$ cat src/rtl/mem_arb_pkg.sv
// Shared types and defaults for the data RAM arbiter.
package mem_arb_pkg;

  typedef enum logic {OWN_A = 1'b0, OWN_B = 1'b1} owner_t;

  localparam int DEF_ADDR_W   = 8;
  localparam int DEF_DATA_W   = 32;
  localparam int DEF_MAX_WAIT = 4;

  // Word index of a byte address; the caller keeps the low ADDR_W bits (wrap).
  function automatic logic [29:0] byte_to_word(input logic [31:0] addr);
    return addr[31:2];
  endfunction

endpackage

$ cat src/rtl/mem_arb_select.sv
// Combinational grant logic: A has priority unless B has waited MAX_WAIT cycles.
module mem_arb_select #(
  parameter int MAX_WAIT = 4
) (
  input  logic       a_req,
  input  logic       b_req,
  input  logic [3:0] starve_cnt,
  output logic       a_gnt,
  output logic       b_gnt
);

  logic starved;

  assign starved = (starve_cnt == 4'(MAX_WAIT));
  assign b_gnt   = b_req && (starved || !a_req);
  assign a_gnt   = a_req && !b_gnt;

endmodule

$ cat src/rtl/data_mem_arbiter.sv
// Two-port arbiter in front of a single-port synchronous data RAM with
// one-cycle read latency; read data is steered back to the issuing port.
module data_mem_arbiter
  import mem_arb_pkg::*;
#(
  parameter int ADDR_W   = DEF_ADDR_W,
  parameter int DATA_W   = DEF_DATA_W,
  parameter int MAX_WAIT = DEF_MAX_WAIT
) (
  input  logic              clk,
  input  logic              rst,
  input  logic              a_req,
  input  logic              a_we,
  input  logic [31:0]       a_addr,
  input  logic [DATA_W-1:0] a_wdata,
  output logic              a_gnt,
  output logic              a_rvalid,
  output logic [DATA_W-1:0] a_rdata,
  output logic              a_err,
  input  logic              b_req,
  input  logic              b_we,
  input  logic [31:0]       b_addr,
  input  logic [DATA_W-1:0] b_wdata,
  output logic              b_gnt,
  output logic              b_rvalid,
  output logic [DATA_W-1:0] b_rdata,
  output logic              b_err,
  output logic [ADDR_W-1:0] mem_addr,
  output logic [DATA_W-1:0] mem_wdata,
  output logic              mem_wren,
  input  logic [DATA_W-1:0] mem_q
);

  logic [3:0]  starve_cnt;
  logic        rd_pending;
  owner_t      rd_owner;
  logic        gnt, sel_we, aligned, rd_issue;
  logic [31:0] sel_addr;
  logic [29:0] sel_word;
  logic        unused_word;

  // No access is granted while reset is held, so the RAM sees no traffic.
  mem_arb_select #(.MAX_WAIT(MAX_WAIT)) u_select (
    .a_req      (a_req && !rst),
    .b_req      (b_req && !rst),
    .starve_cnt (starve_cnt),
    .a_gnt      (a_gnt),
    .b_gnt      (b_gnt)
  );

  assign gnt      = a_gnt | b_gnt;
  assign sel_addr = b_gnt ? b_addr : a_addr;
  assign sel_we   = b_gnt ? b_we   : a_we;
  assign sel_word = byte_to_word(sel_addr);
  assign aligned  = (sel_addr[1:0] == 2'b00);
  assign rd_issue = gnt && !sel_we && aligned;
  assign unused_word = ^sel_word;

  assign mem_addr  = gnt ? sel_word[ADDR_W-1:0] : '0;
  assign mem_wdata = gnt ? (b_gnt ? b_wdata : a_wdata) : '0;
  assign mem_wren  = gnt && sel_we && aligned;

  always_ff @(posedge clk or posedge rst) begin
    if (rst) begin
      rd_pending <= 1'b0;
      rd_owner   <= OWN_A;
      a_err      <= 1'b0;
      b_err      <= 1'b0;
    end else begin
      rd_pending <= rd_issue;
      if (rd_issue) rd_owner <= b_gnt ? OWN_B : OWN_A;
      a_err <= a_gnt && !aligned;
      b_err <= b_gnt && !aligned;
    end
  end

  // Counts consecutive denied B cycles; saturates so B wins on the next try.
  always_ff @(posedge clk or posedge rst) begin
    if (rst)                       starve_cnt <= '0;
    else if (!b_req || b_gnt)      starve_cnt <= '0;
    else if (starve_cnt != 4'(MAX_WAIT)) starve_cnt <= starve_cnt + 4'd1;
  end

  assign a_rvalid = rd_pending && (rd_owner == OWN_A);
  assign b_rvalid = rd_pending && (rd_owner == OWN_B);
  assign a_rdata  = a_rvalid ? mem_q : '0;
  assign b_rdata  = b_rvalid ? mem_q : '0;

endmodule

$ cat config.mk
export PLATFORM = sky130hd
export DESIGN_NAME = data_mem_arbiter
export DESIGN_NICKNAME = d
export VERILOG_FILES = /design/src/rtl/mem_arb_pkg.sv /design/src/rtl/mem_arb_select.sv /design/src/rtl/data_mem_arbiter.sv
export SDC_FILE = /design/constraint.sdc
export NUM_CORES = 1
export LEC_CHECK = 0
export CAP_MARGIN = 0
export CORE_AREA = 2 2 108 110
export CTS_CLUSTER_DIAMETER = 120
export CTS_CLUSTER_SIZE = 10
export DETAILED_ROUTE_END_ITERATION = 16
export DIE_AREA = 0 0 110 112
export GPL_TIMING_DRIVEN = 1
export HOLD_SLACK_MARGIN = 0.1
export PLACE_DENSITY = 0.59
export SYNTH_ARGS = -nofsm -noshare
export SYNTH_HDL_FRONTEND = slang
export SYNTH_SLANG_ARGS = --single-unit
$ cat constraint.sdc
create_clock -name clk -period 1.9 [get_ports clk]
set_input_delay 0.19 -clock clk [delete_from_list [all_inputs] [get_ports clk]]
set_output_delay 0.19 -clock clk [all_outputs]
set_load 0.05 [all_outputs]
; Word level (Yosys, flattened, before mapping)
; Index checks and enable logic that the tools add are counted.
[totals]
ff_bits = 8
in_bits = 166
output_inout_bits = 111
wordCells = 42
[op_classes]
add_sub_neg = 1
eq_ne = 2
muxes = 10
n_bitwise = 2
n_reduce_logical = 22
[op_table]
columns = operator, n
row1 = $mux W32, 4
row2 = $logic_and A1 B1 Y1, 12
row3 = $mux W10, 1
row4 = $mux W4, 2
row5 = $mux W8, 1
row6 = $logic_not A1 Y1, 6
row7 = $add A4 B1 Y4 const B, 1
row8 = $eq A4 B3 Y1 const B, 1
row9 = $ne A4 B3 Y1 const B, 1
row10 = $logic_not A2 Y1, 1
row11 = $logic_or A1 B1 Y1, 2
row12 = $mux W1, 2
row13 = $reduce_bool A2 Y1, 1
row14 = $not A1 Y1, 1
row15 = $or A1 B1 Y1, 1

; Logic depth before layout (Yosys ltp)
; Gate-level depths: netlist of the first run.
[logic_depth]
depth_word = 10
mapped_depth = 6
ltp_nobuf = 6

; By module
; From an unflattened synthesis of the first run, not the netlist that was laid out.
[unflattened]
hier_cells = 173
hier_area_um2 = 1336.3
[modules_own_cells]
columns = module, instances, cells_per_inst, area_each_um2, seq_area_each_um2
row1 = data_mem_arbiter, 1, 169, 1310.0, 200.2
row2 = mem_arb_select, 1, 4, 26.3, 0.0

; Least setup slack after synthesis of the first run
; Ideal clock, no wire load.
[synth_path]
path_type = reg-to-reg
start = reg starve_cnt[0]
end = reg a_err
setup_time_ps = 70
t_arrival_ps = 2373
t_required_ps = 1830
path_slack_ps = -542
stages_incl_launch_ff = 6
n_path_buf = 0
synth_period_minus_slack_ps = 2442
cell_sequence = dfrtp_1 > inv_1 > ha_1 > and3b_2 > a211oi_1 > o21a_1
[synth_between]
elab_cells_between_ends = 9
cone_classes = eq/ne (1) / mux (1) / reduce/logical (7)
[synth_lines]
columns = item, line
row1 = "start, declared", data_mem_arbiter.sv:34  ; logic [3:0] starve_cnt;
row2 = "start signal, assigned", data_mem_arbiter.sv:81  ; else if (starve_cnt != 4'(MAX_WAIT)) starve_cnt <= starve_cnt + 4'd1;
row3 = $eq A4 B3 Y1, mem_arb_select.sv:14  ; assign starved = (starve_cnt == 4'(MAX_WAIT));
row4 = $logic_or A1 B1 Y1, mem_arb_select.sv:15  ; assign b_gnt = b_req && (starved || !a_req);
row5 = $logic_and A1 B1 Y1, mem_arb_select.sv:15
row6 = $logic_not A1 Y1, mem_arb_select.sv:16  ; assign a_gnt = a_req && !b_gnt;
row7 = $logic_and A1 B1 Y1, mem_arb_select.sv:16
row8 = via a_gnt, data_mem_arbiter.sv:16  ; output logic a_gnt,
row9 = $logic_and A1 B1 Y1, data_mem_arbiter.sv:72  ; a_err <= a_gnt && !aligned;
row10 = "end signal, assigned", data_mem_arbiter.sv:72
row11 = "end, declared", data_mem_arbiter.sv:19  ; output logic a_err,
; The timed path passes the listed nets, and every way through them passes these cells.
; A chain may end at the register's enable or synchronous reset.

; Final worst setup path of the first run
[layout_path]
start = reg starve_cnt[1]
end = out mem_wdata[10]
[layout_between]
elab_chain_len = 7
elab_cells_between_ends = 8
cone_classes = eq/ne (1) / mux (2) / bitwise (1) / reduce/logical (4)
[layout_lines]
columns = item, line
row1 = $eq A4 B3 Y1 *, mem_arb_select.sv:14
row2 = $logic_or A1 B1 Y1 *, mem_arb_select.sv:15
row3 = $logic_and A1 B1 Y1 *, mem_arb_select.sv:15
row4 = $logic_not A1 Y1, mem_arb_select.sv:16
row5 = $logic_and A1 B1 Y1, mem_arb_select.sv:16
row6 = $or A1 B1 Y1, data_mem_arbiter.sv:51  ; assign gnt = a_gnt | b_gnt;
row7 = $mux W32 *, data_mem_arbiter.sv:60  ; assign mem_wdata = gnt ? (b_gnt ? b_wdata : a_wdata) : '0;
row8 = "end, declared", data_mem_arbiter.sv:29  ; output logic [DATA_W-1:0] mem_wdata,
; Mark *: on every way between the ends. The rest lies on a longest branch, timed or not.

==> impl_metrics.toml, run 1 <==
[clocking]
cts_root_buf = "clkbuf_16"
clock-sinks = 8
htree_levels = 1
insertion_delay_ns = 0.24
cts_tree = "built"
clk_pin_slew_ns = 0.04
numCtsBuffers = 3
clockBufferDepth = 2

[job]
drv.max_cap_violation_count = 0

[sta]
clock.fmax_ghz = 0.515
fin_crit_ns = 1.94
finalHoldViolCount = 0
max_slew.worst_pin.slew_ns = 0.539
setup_ws_ns = -0.0421
clock_skew_ns = 0.00324
relSlewSlack = 0.640
fin_crit_sh = 1.02
finalSetupViolations = 37
slew_violations = 0
rsz0062_at_grt = "true"
holdWs_ns = 0.440

[floorplan]
io_pins = 277
fp.dieArea_um2 = 12300
core_um2 = 11200
die_w_um = 110
num_rows = 39
die_h_um = 112
initial_core_util = 0.152

[yosys]
yosys.area.top_type = "o2111ai_1"
ys_top_cells_by_area = "o2111ai_1, and2_1, o21ai_0, and3_1, dfrtp_1"
yosysTopAreaCellShare = 0.216
synth-seq-cells = 8
yosys_warnings = 0
syn_avg_cell_area_um2 = 6.57
ys_seq_area_frac = 0.118
ys_async_sr_fraction = 1.00
ys_types = 29
ys.flop_type = "dfrtp_1"
synth.most_common_cell = "inv_1"
synth_cells = 259
synthesis.area_um2 = 1700
synth_edf_count = 0
syn_nets = 427
synth_commonest_cells = "inv_1, o2111ai_1, o21ai_0, and2_1, and3_1"

[critical_path]
endpoint_kind = "primary output"
critPathLaunchType = "flip-flop"
crit_arrival_ns = 1.75
rrSetupSlack_ns = 0.18
cp_max_fo = 7
critPathKind = "flip-flop to primary output"
max_stage_delay_ns = 0.39
crit_slowest_cell = "dfrtp_1"
crit_top_cell = "buf_6"
cp_cell_sequence = "inv_2 > ha_4 > and3b_2 > o21ai_4 > buf_6 > buf_12 > o21ai_2 > buf_6"
worstPathRequired_ns = 1.71

[cells_and_area]
finalNetCount = 659
fillers = 1020
antenna_cells = 0
syn_to_final_growth_pct = 222
fin_util = 0.491
layout-drive-gt1-share = 0.411
stdcell_count = 632

[global_route]
grt-busiest-layer = "met2"
grt_first_pass_wirelength_um = 14500
grtUsageMet1 = 0.160
grt_usage = 0.146
grt_pass1_vias = 2885
use_met3 = 0.0533
grt_max_degree = 47
antenna_found_initial = 0
overflow = 0
grt_use_met2 = 0.266

[detailed_routing]
via_per_inst = 4.53
drtPass1Iterations = 3
vias = 2866
drc = 0
antenna_left = 0
wl_um = 9700
wl_per_cell_um = 15.4
drt_iter0_drc = 157

[pwr]
power_density_nw_per_um2 = 338
fin_total_pwr_mw = 1.85
vdd_drop_max_mv = 0.216
leakagePower_nw = 2.40

[placed_design]
dp_cells = 618
io_buffer_count = 232
place.detailed.hpwl_um = 7450
gp_congestion = 0.765

[run_status]
violations = "negative setup slack"
status = "finished with violations"

[worst_hold_path]
hp-class = "input port to async pin"
[cell families after synthesis]
kind of cell,count (synthesis),synth area share
compound gates,89,0.374
xor+xnor,2,0.0103
simple gates,80,0.291
fa+ha+maj,2,0.0147
buf+inv,76,0.180
mux,2,0.0118
flops,8,0.118
[power by group]
group / total [mW] / internal (mW) / switching, mW
combinational: 1.29 / 0.608 / 0.680
clock: 0.365 / 0.272 / 0.0931
sequential: 0.200 / 0.188 / 0.0113
[final cells by class]
type,count,area [um2],share of cell area
clock buffer,3,75.1,0.0137
timing repair buffer,257,3360,0.613
sequential,8,200,0.0365
tap,143,179,0.0326
inverter,46,173,0.0315
multi-input combinational,175,1490,0.272
[sequential cells by signal (all words and copies together), names as in the netlist]
name / flops
a_err: 1
rd_pending: 1
starve_cnt: 4
rd_owner: 1
b_err: 1
[critical path, delay by kind of cell (launching register included)]
family | cells | cell delay [ns]
compound gates | 2 | 0.21
fa+ha+maj | 1 | 0.14
flops | 1 | 0.39
buf+inv | 4 | 0.55
simple gates | 1 | 0.22
[worst paths after layout]
check                                          start                        end  depth (start not counted)
setup / recovery           starve_cnt[1]$_DFFE_PP0P_              mem_wdata[10]                          8
hold / removal                                   rst  starve_cnt[0]$_DFFE_PP0P_                          3
setup reg to reg           starve_cnt[1]$_DFFE_PP0P_       rd_pending$_DFF_PP0_                          8
hold reg to reg            starve_cnt[3]$_DFFE_PP0P_  starve_cnt[3]$_DFFE_PP0P_                          2
max in group asynchronous                        rst            b_err$_DFF_PP0_                          3
min in group clk                           b_addr[1]       rd_pending$_DFF_PP0_                          2
[layer usage]
layer	up-vias	wire [um]	part of all wire
met2	167	4740	0.49
met3	8	1260	0.13
li1	1394	-	-
met4	0	81	0.0083
met5	-	0	0
met1	1297	3630	0.37
[placed cells by master (no fill, tap or decap), types with 2 or more instances in the layout]
cell and instances:
and2_1 33, and2b_1 2, and3_1 32, buf_12 72
buf_16 2, buf_4 13, buf_6 45, buf_8 2
clkbuf_16 3, clkdlybuf4s50_1 123, dfrtp_1 8, inv_1 41
inv_2 4, mux2i_1 2, nor2_1 3, nor3_1 5
o2111ai_1 30, o2111ai_2 12, o21ai_2 35, o21ai_4 7
xnor2_1 2
[repair_timing]
action                                  CTS  global route
gates resized for setup                  68             8
hold buffers                              0             0
cloned                                    2             0
buffers inserted                          8             1
endpoints found under the setup margin   43            43
pin swaps                                 2             2
[stage by stage]
| step | worst slack (ns) | instance area, um2 | setup TNS [ns] |
|---|---|---|---|
| 4_1_cts | -0.0459 | 5430 | -1.16 |
| 5_1_grt | -0.107 | 5480 | -3.71 |
| 3_3_place_gp | 0.114 | 4950 | 0 |
| 3_5_place_dp | 0.0617 | 4950 | 0 |
| 6_report | -0.0421 | 5480 | -0.736 |
| 2_1_floorplan | -0.0169 | 1850 | -0.0169 |
(Power assumes the default switching activity.)
==> inputs of run 2 (changes only) <==
Settings changed: ABC_AREA set to 1, CORE_AREA 2 2 108 110 to 2 2 107 109, DIE_AREA 0 0 110 112 to 0 0 109 111.
==> run 2 against run 1 <==
- the flow still finishes with violations (negative setup slack)
- clock power shrank 3%
- cell area rose by 8.9%
- cell count is 9.0% higher
- maximum frequency decreased by 0.78%
- sequential share of layout area fell by 0.30 points
- critical path depth is 2 higher
- combinational power grew 8%
- critical endpoint is now mem_addr[0]
- largest power group unchanged
- highest routed layer unchanged
==> impl_metrics.toml, run 2 <==
[critical_path]
critPathLaunch = "starve_cnt[1]$_DFFE_PP0P_"
cpLargestDelayFamily = "buffers and inverters"
r2r-start = "starve_cnt[1]$_DFFE_PP0P_"
cp_max_fo = 7
max_stage_delay_ns = 0.37
reg2regPathDepth = 11
cp_num_buf_inv = 4
critPathKind = "flip-flop to primary output"
crit_end = "mem_addr[0]"
worstPathRequired_ns = 1.71
crit_arrival_ns = 1.77
rrSetupSlack_ns = 0.39
crit_slowest_cell = "dfrtp_1"
cp_cell_sequence = "inv_2 > ha_4 > nand3_4 > nand2_4 > nand2_8 > buf_6 > clkbuf_16 > nand2_1 > a21oi_4 > buf_12"
critPathLaunchType = "flip-flop"
crit_cells = 10
endpoint_kind = "primary output"
r2r_end = "rd_owner$_DFFE_PP0P_"

[floorplan]
core_um2 = 11100
die_w_um = 109
num_rows = 39
fp.dieArea_um2 = 12100
initial_core_util = 0.144
io_pins = 277
die_h_um = 111

[detailed_routing]
antenna_left = 0
drt_iter0_drc = 101
wl_um = 10000
wl_per_cell_um = 14.6
vias = 2831
drc = 0
drtPass1Iterations = 4
via_per_inst = 4.11

[global_route]
antenna_found_initial = 0
grt_pass1_vias = 2917
grt_use_met2 = 0.311
grt_max_degree = 34
grt_usage = 0.152
use_met3 = 0.0476
overflow = 0
grt-busiest-layer = "met2"
grtUsageMet1 = 0.138
grt_first_pass_wirelength_um = 14300

[placed_design]
dp_cells = 661
placed_area_um2 = 5120
place.detailed.hpwl_um = 7460
io_buffer_count = 232
gp_congestion = 0.795

[yosys]
synthXorXnorAreaFrac = 0.0110
synth-seq-cells = 8
synth_mux_area_frac = 0
yosys.area.top_type = "nand2_1"
ys_types = 26
syn_nets = 462
ys_async_sr_fraction = 1.00
synth_commonest_cells = "nand2_1, nor2_1, inv_1, a21oi_1, a21oi_2"
syn_avg_cell_area_um2 = 5.41
ys_top_cells_by_area = "nand2_1, nor2_1, dfrtp_1, inv_1, a21oi_2"
synthSimpleGateAreaFrac = 0.452
synth_top_family_by_area = "simple AND/OR/NAND/NOR gates"
synth_compound_area_frac = 0.186
synthesis.area_um2 = 1590
yosys_warnings = 0
synth_edf_count = 0
synth_cells = 294
ys.flop_type = "dfrtp_1"
yosysTopAreaCellShare = 0.205
synth.most_common_cell = "nand2_1"
synth-adder-area-share = 0.0157
ys_seq_area_frac = 0.126

[pwr]
internal_power_mw = 1.14
power_density_nw_per_um2 = 325
power_switching_mw = 0.804
fin_total_pwr_mw = 1.94
leakagePower_nw = 2.66
p_seq_frac = 0.100
combPwrFrac = 0.716
vdd_drop_max_mv = 0.255
power_frac_clock = 0.183
switching_share = 0.415

[sta]
finalSetupViolations = 34
fin_crit_ns = 1.96
clock_skew_ns = 0.00163
relSlewSlack = 0.638
setup_ws_ns = -0.0574
fin_crit_sh = 1.03
finalHoldViolCount = 0
clock.fmax_ghz = 0.511
rsz0062_at_grt = "true"
slew_violations = 0
max_slew.worst_pin.slew_ns = 0.542

[clocking]
cts_tree = "built"
clk_pin_slew_ns = 0.04
clockBufferDepth = 2
htree_levels = 1
ctsHoldBuffers = 0
insertion_delay_ns = 0.23
cts_root_buf = "clkbuf_16"
clock-sinks = 8
numCtsBuffers = 3

[cells_and_area]
layout-drive-gt1-share = 0.482
layout_common_cells = "clkdlybuf4s50_1, buf_12, nor2_1, inv_1, nand2_1"
syn_to_final_growth_pct = 276
stdcell_count = 689
regMostFlops = "starve_cnt"
largest_register_ffs = 4
final_common_cell = "clkdlybuf4s50_1"
design_area_um2 = 5970
antenna_cells = 0
finalNetCount = 716

[run_status]
violations = "negative setup slack"
status = "finished with violations"

[worst_hold_path]
hp-class = "input port to async pin"

[job]
drv.max_cap_violation_count = 0
[run 2: changes by cell type in the layout (fill, tap and decap cells not counted), sizes merged, moves of 3 or more]
cell     before  now
a21oi         0   43
and2         33    0
and3         32    0
buf         134  138
inv          45   50
nand2         1   95
nand3         1    4
nor2          3   69
nor3          5    1
o2111ai      42    0
o21ai        42    2
[run 2: cell families after synthesis]
| logic type | Yosys count |
|---|---|
| compound gates | 45 |
| xor+xnor | 2 |
| fa+ha+maj | 2 |
| buf+inv | 65 |
| flops | 8 |
| simple gates | 172 |
[run 2: how the worst min path moves through the flow]
stage,cells past startpoint,slack (ns),endpoint,startpoint
floorplan,1,0.02,a_err$_DFF_PP0_,rst
global placement,2,0.50,a_err$_DFF_PP0_,rst
detailed placement,2,0.50,a_err$_DFF_PP0_,rst
CTS,2,0.26,a_err$_DFF_PP0_,rst
global route,2,0.30,a_err$_DFF_PP0_,rst
finish,2,0.26,a_err$_DFF_PP0_,rst
[run 2: final cells by class]
| class | instances | area [um2] |
|---|---|---|
| Multi-Input combinational cell | 221 | 1600 |
| Sequential cell | 8 | 200 |
| Timing Repair inverter | 6 | 110 |
| Inverter | 47 | 193 |
| Fill cell | 964 | 5100 |
| Tap cell | 143 | 179 |
| Timing Repair Buffer | 261 | 3620 |
| Clock buffer | 3 | 75.1 |
[run 2: layer usage]
metal  up-vias  wire length (um)
met5         -                 0
li1       1384                 -
met3         8              1130
met2       170              5560
met4         0               133
met1      1269              3200
[run 2: worst reg2reg max path, delay by kind of cell, from the launching register on]
kind,cells,cell delay [ns]
flops,1,0.37
fa+ha+maj,1,0.16
simple gates,7,0.52
buf+inv,3,0.35
[run 2: timing repair]
item | CTS | global route
gates cloned | 7 | 2
gates resized for setup | 54 | 69
pin swaps | 26 | 26
setup endpoints to repair | 41 | 41
setup buffers | 11 | 6
endpoints found under the hold margin | 0 | 0
[run 2: power by group through the flow]
stage	combinational, mW	clock (mW)	sequential (mW)
after floorplan	0.558	0	0.203
final	1.39	0.355	0.195
after CTS	1.30	0.362	0.194
after global routing	1.46	0.370	0.196
after detailed placement	1.18	0	0.198
after global placement	1.16	0	0.197
[run 2: per-stage QoR]
stage                     setup WS (ns)   util  setup TNS (ns)  hold slack (ns)
after detailed placement         0.0258  0.462               0            0.497
after global placement           0.0448  0.462               0            0.496
final                           -0.0574  0.539          -0.718            0.259
after CTS                       -0.0425  0.505           -1.27            0.260
after global routing             -0.114  0.539           -2.83            0.299
after floorplan                  -0.238      -           -5.02           0.0205
==> inputs of run 3 (changes only) <==
Settings changed: ABC_CLOCK_PERIOD_IN_PS set to 1900, DONT_BUFFER_PORTS set to 1, PLACE_DENSITY 0.59 to 0.3, REMOVE_ABC_BUFFERS set to 1.
==> run 3 against run 2 <==
- the flow still finishes with violations (negative setup slack)
- sequential power is 4% higher
- cell count fell by 19%
- sequential share of layout area rose by 2.5 points
- cell area down 43%
- sequential cell count unchanged
- die area is the same
- maximum frequency rose by 1.3%
- via count is 20% lower
- first-iteration DRC count decreased by 31%
- global-route usage down 4.0 points
- register-to-register slack got worse by 0.09 ns
- non-clock buffer count is 131 lower
==> impl_metrics.toml, run 3 (synthesis results as in run 2) <==
[clocking]
htree_levels = 1
insertion_delay_ns = 0.23
clk_pin_slew_ns = 0.04
cts_tree = "built"
clock-sinks = 8
clockBufferDepth = 2
numCtsBuffers = 3
cts_root_buf = "clkbuf_16"

[worst_hold_path]
hold_start = "b_addr[1]"
hold_path_end = "rd_owner$_DFFE_PP0P_"
hp-class = "input port to flip-flop"
holdPathStages = 3

[sta]
clock.fmax_ghz = 0.518
fin_crit_sh = 1.02
finalHoldViolCount = 0
holdWs_ns = 0.186
relSlewSlack = 0.215
fin_crit_ns = 1.93
finalSetupViolations = 29
slew_violations = 0
clock_skew_ns = 0.000263
finalSetupTns_ns = -0.374
max_slew.worst_pin.slew_ns = 1.18
setup_ws_ns = -0.0314
rsz0062_at_grt = "true"

[pwr]
leakagePower_nw = 1.73
vdd_drop_max_mv = 0.228
power_density_nw_per_um2 = 430

[global_route]
antenna_found_initial = 0
overflow = 0
grt_max_degree = 36
grt_pass1_vias = 2029
grt_first_pass_wirelength_um = 10500
grt_usage = 0.112

[floorplan]
die_h_um = 111
io_pins = 277
die_w_um = 109
fp.dieArea_um2 = 12100
initial_core_util = 0.144
core_um2 = 11100
num_rows = 39

[cells_and_area]
final_common_cell = "buf_4"
syn_to_final_growth_pct = 114
antenna_cells = 0
regMostFlops = "starve_cnt"
finalNetCount = 582
layout_common_cells = "buf_4, nor2_1, nand2_1, inv_1, a21oi_2"
largest_register_ffs = 4
layout-drive-gt1-share = 0.529
stdcell_count = 555

[critical_path]
r2r-start = "starve_cnt[0]$_DFFE_PP0P_"
endpoint_kind = "primary output"
crit_arrival_ns = 1.74
critPathKind = "flip-flop to primary output"
critPathLaunchType = "flip-flop"
r2r_end = "rd_owner$_DFFE_PP0P_"
worstPathRequired_ns = 1.71
rrSetupSlack_ns = 0.30
reg2regPathDepth = 12
cp_max_fo = 23
critPathLaunch = "starve_cnt[0]$_DFFE_PP0P_"

[detailed_routing]
drc = 0
antenna_left = 0
drtPass1Iterations = 4
wl_um = 7910
wl_per_cell_um = 14.3
vias = 2260
drt_iter0_drc = 70
via_per_inst = 4.07

[placed_design]
place.detailed.hpwl_um = 5990
io_buffer_count = 0
dp_cells = 536
gp_congestion = 0.727

[run_status]
status = "finished with violations"
violations = "negative setup slack"

[job]
drv.max_cap_violation_count = 0
-- run 3: what timing repair did --
item | CTS | global route
pin swaps | 15 | 22
setup buffers | 6 | 3
gates resized for setup | 69 | 28
cloned | 5 | 1
hold endpoints to repair | 8 | 8
endpoints found under the setup margin | 41 | 41
-- run 3: metrics by stage --
stage	setup slack, ns	util	total power [mW]	cell area (um2)
global route	-0.113	0.308	1.53	3410
finish	-0.0314	0.308	1.46	3410
floorplan	-1.09	-	0.694	1450
detailed placement	0.0775	0.249	0.969	2750
CTS	-0.0904	0.293	1.44	3250
global placement	0.0662	0.249	0.968	2750
-- run 3: how the worst max path moves through the flow --
stage	to	cells past startpoint
floorplan	mem_addr[0]	2
global placement	mem_wdata[19]	9
detailed placement	mem_wdata[19]	9
CTS	mem_wren	11
global route	mem_wdata[18]	10
finish	mem_wdata[15]	10
-- run 3: critical path: stages (launching register included) --
cell and delay (ns):
dfrtp_1 0.38, inv_2 0.08, ha_4 0.13, nand3_4 0.07
nand2_4 0.10, nand2_8 0.08, buf_12 0.16, clkinv_16 0.08
nand2_1 0.06, a21oi_2 0.18, buf_6 0.18
-- run 3: report_power, final --
group	switching, mW	leakage, nW	total (mW)	internal, mW
logic	0.569	1.58	0.912	0.343
registers	0.0177	0.108	0.202	0.184
clock network	0.0799	0.0370	0.351	0.271
-- run 3: routing by layer --
layer | track usage | up-vias | wire length, um
li1 | - | 1113 | -
met1 | 0.111 | 981 | 2660
met2 | 0.238 | 163 | 4410
met3 | 0.0147 | 3 | 804
met4 | 0.0179 | 0 | 31
met5 | 0 | - | 0
-- run 3: final cells by class --
type | count | area, um2
inverters | 47 | 203
well taps | 143 | 179
fillers | 1203 | 7670
repair inverters | 2 | 31.3
flip-flops and latches | 8 | 200
multi-input cells | 222 | 1330
repair buffers | 130 | 1390
clock buffers | 3 | 75.1
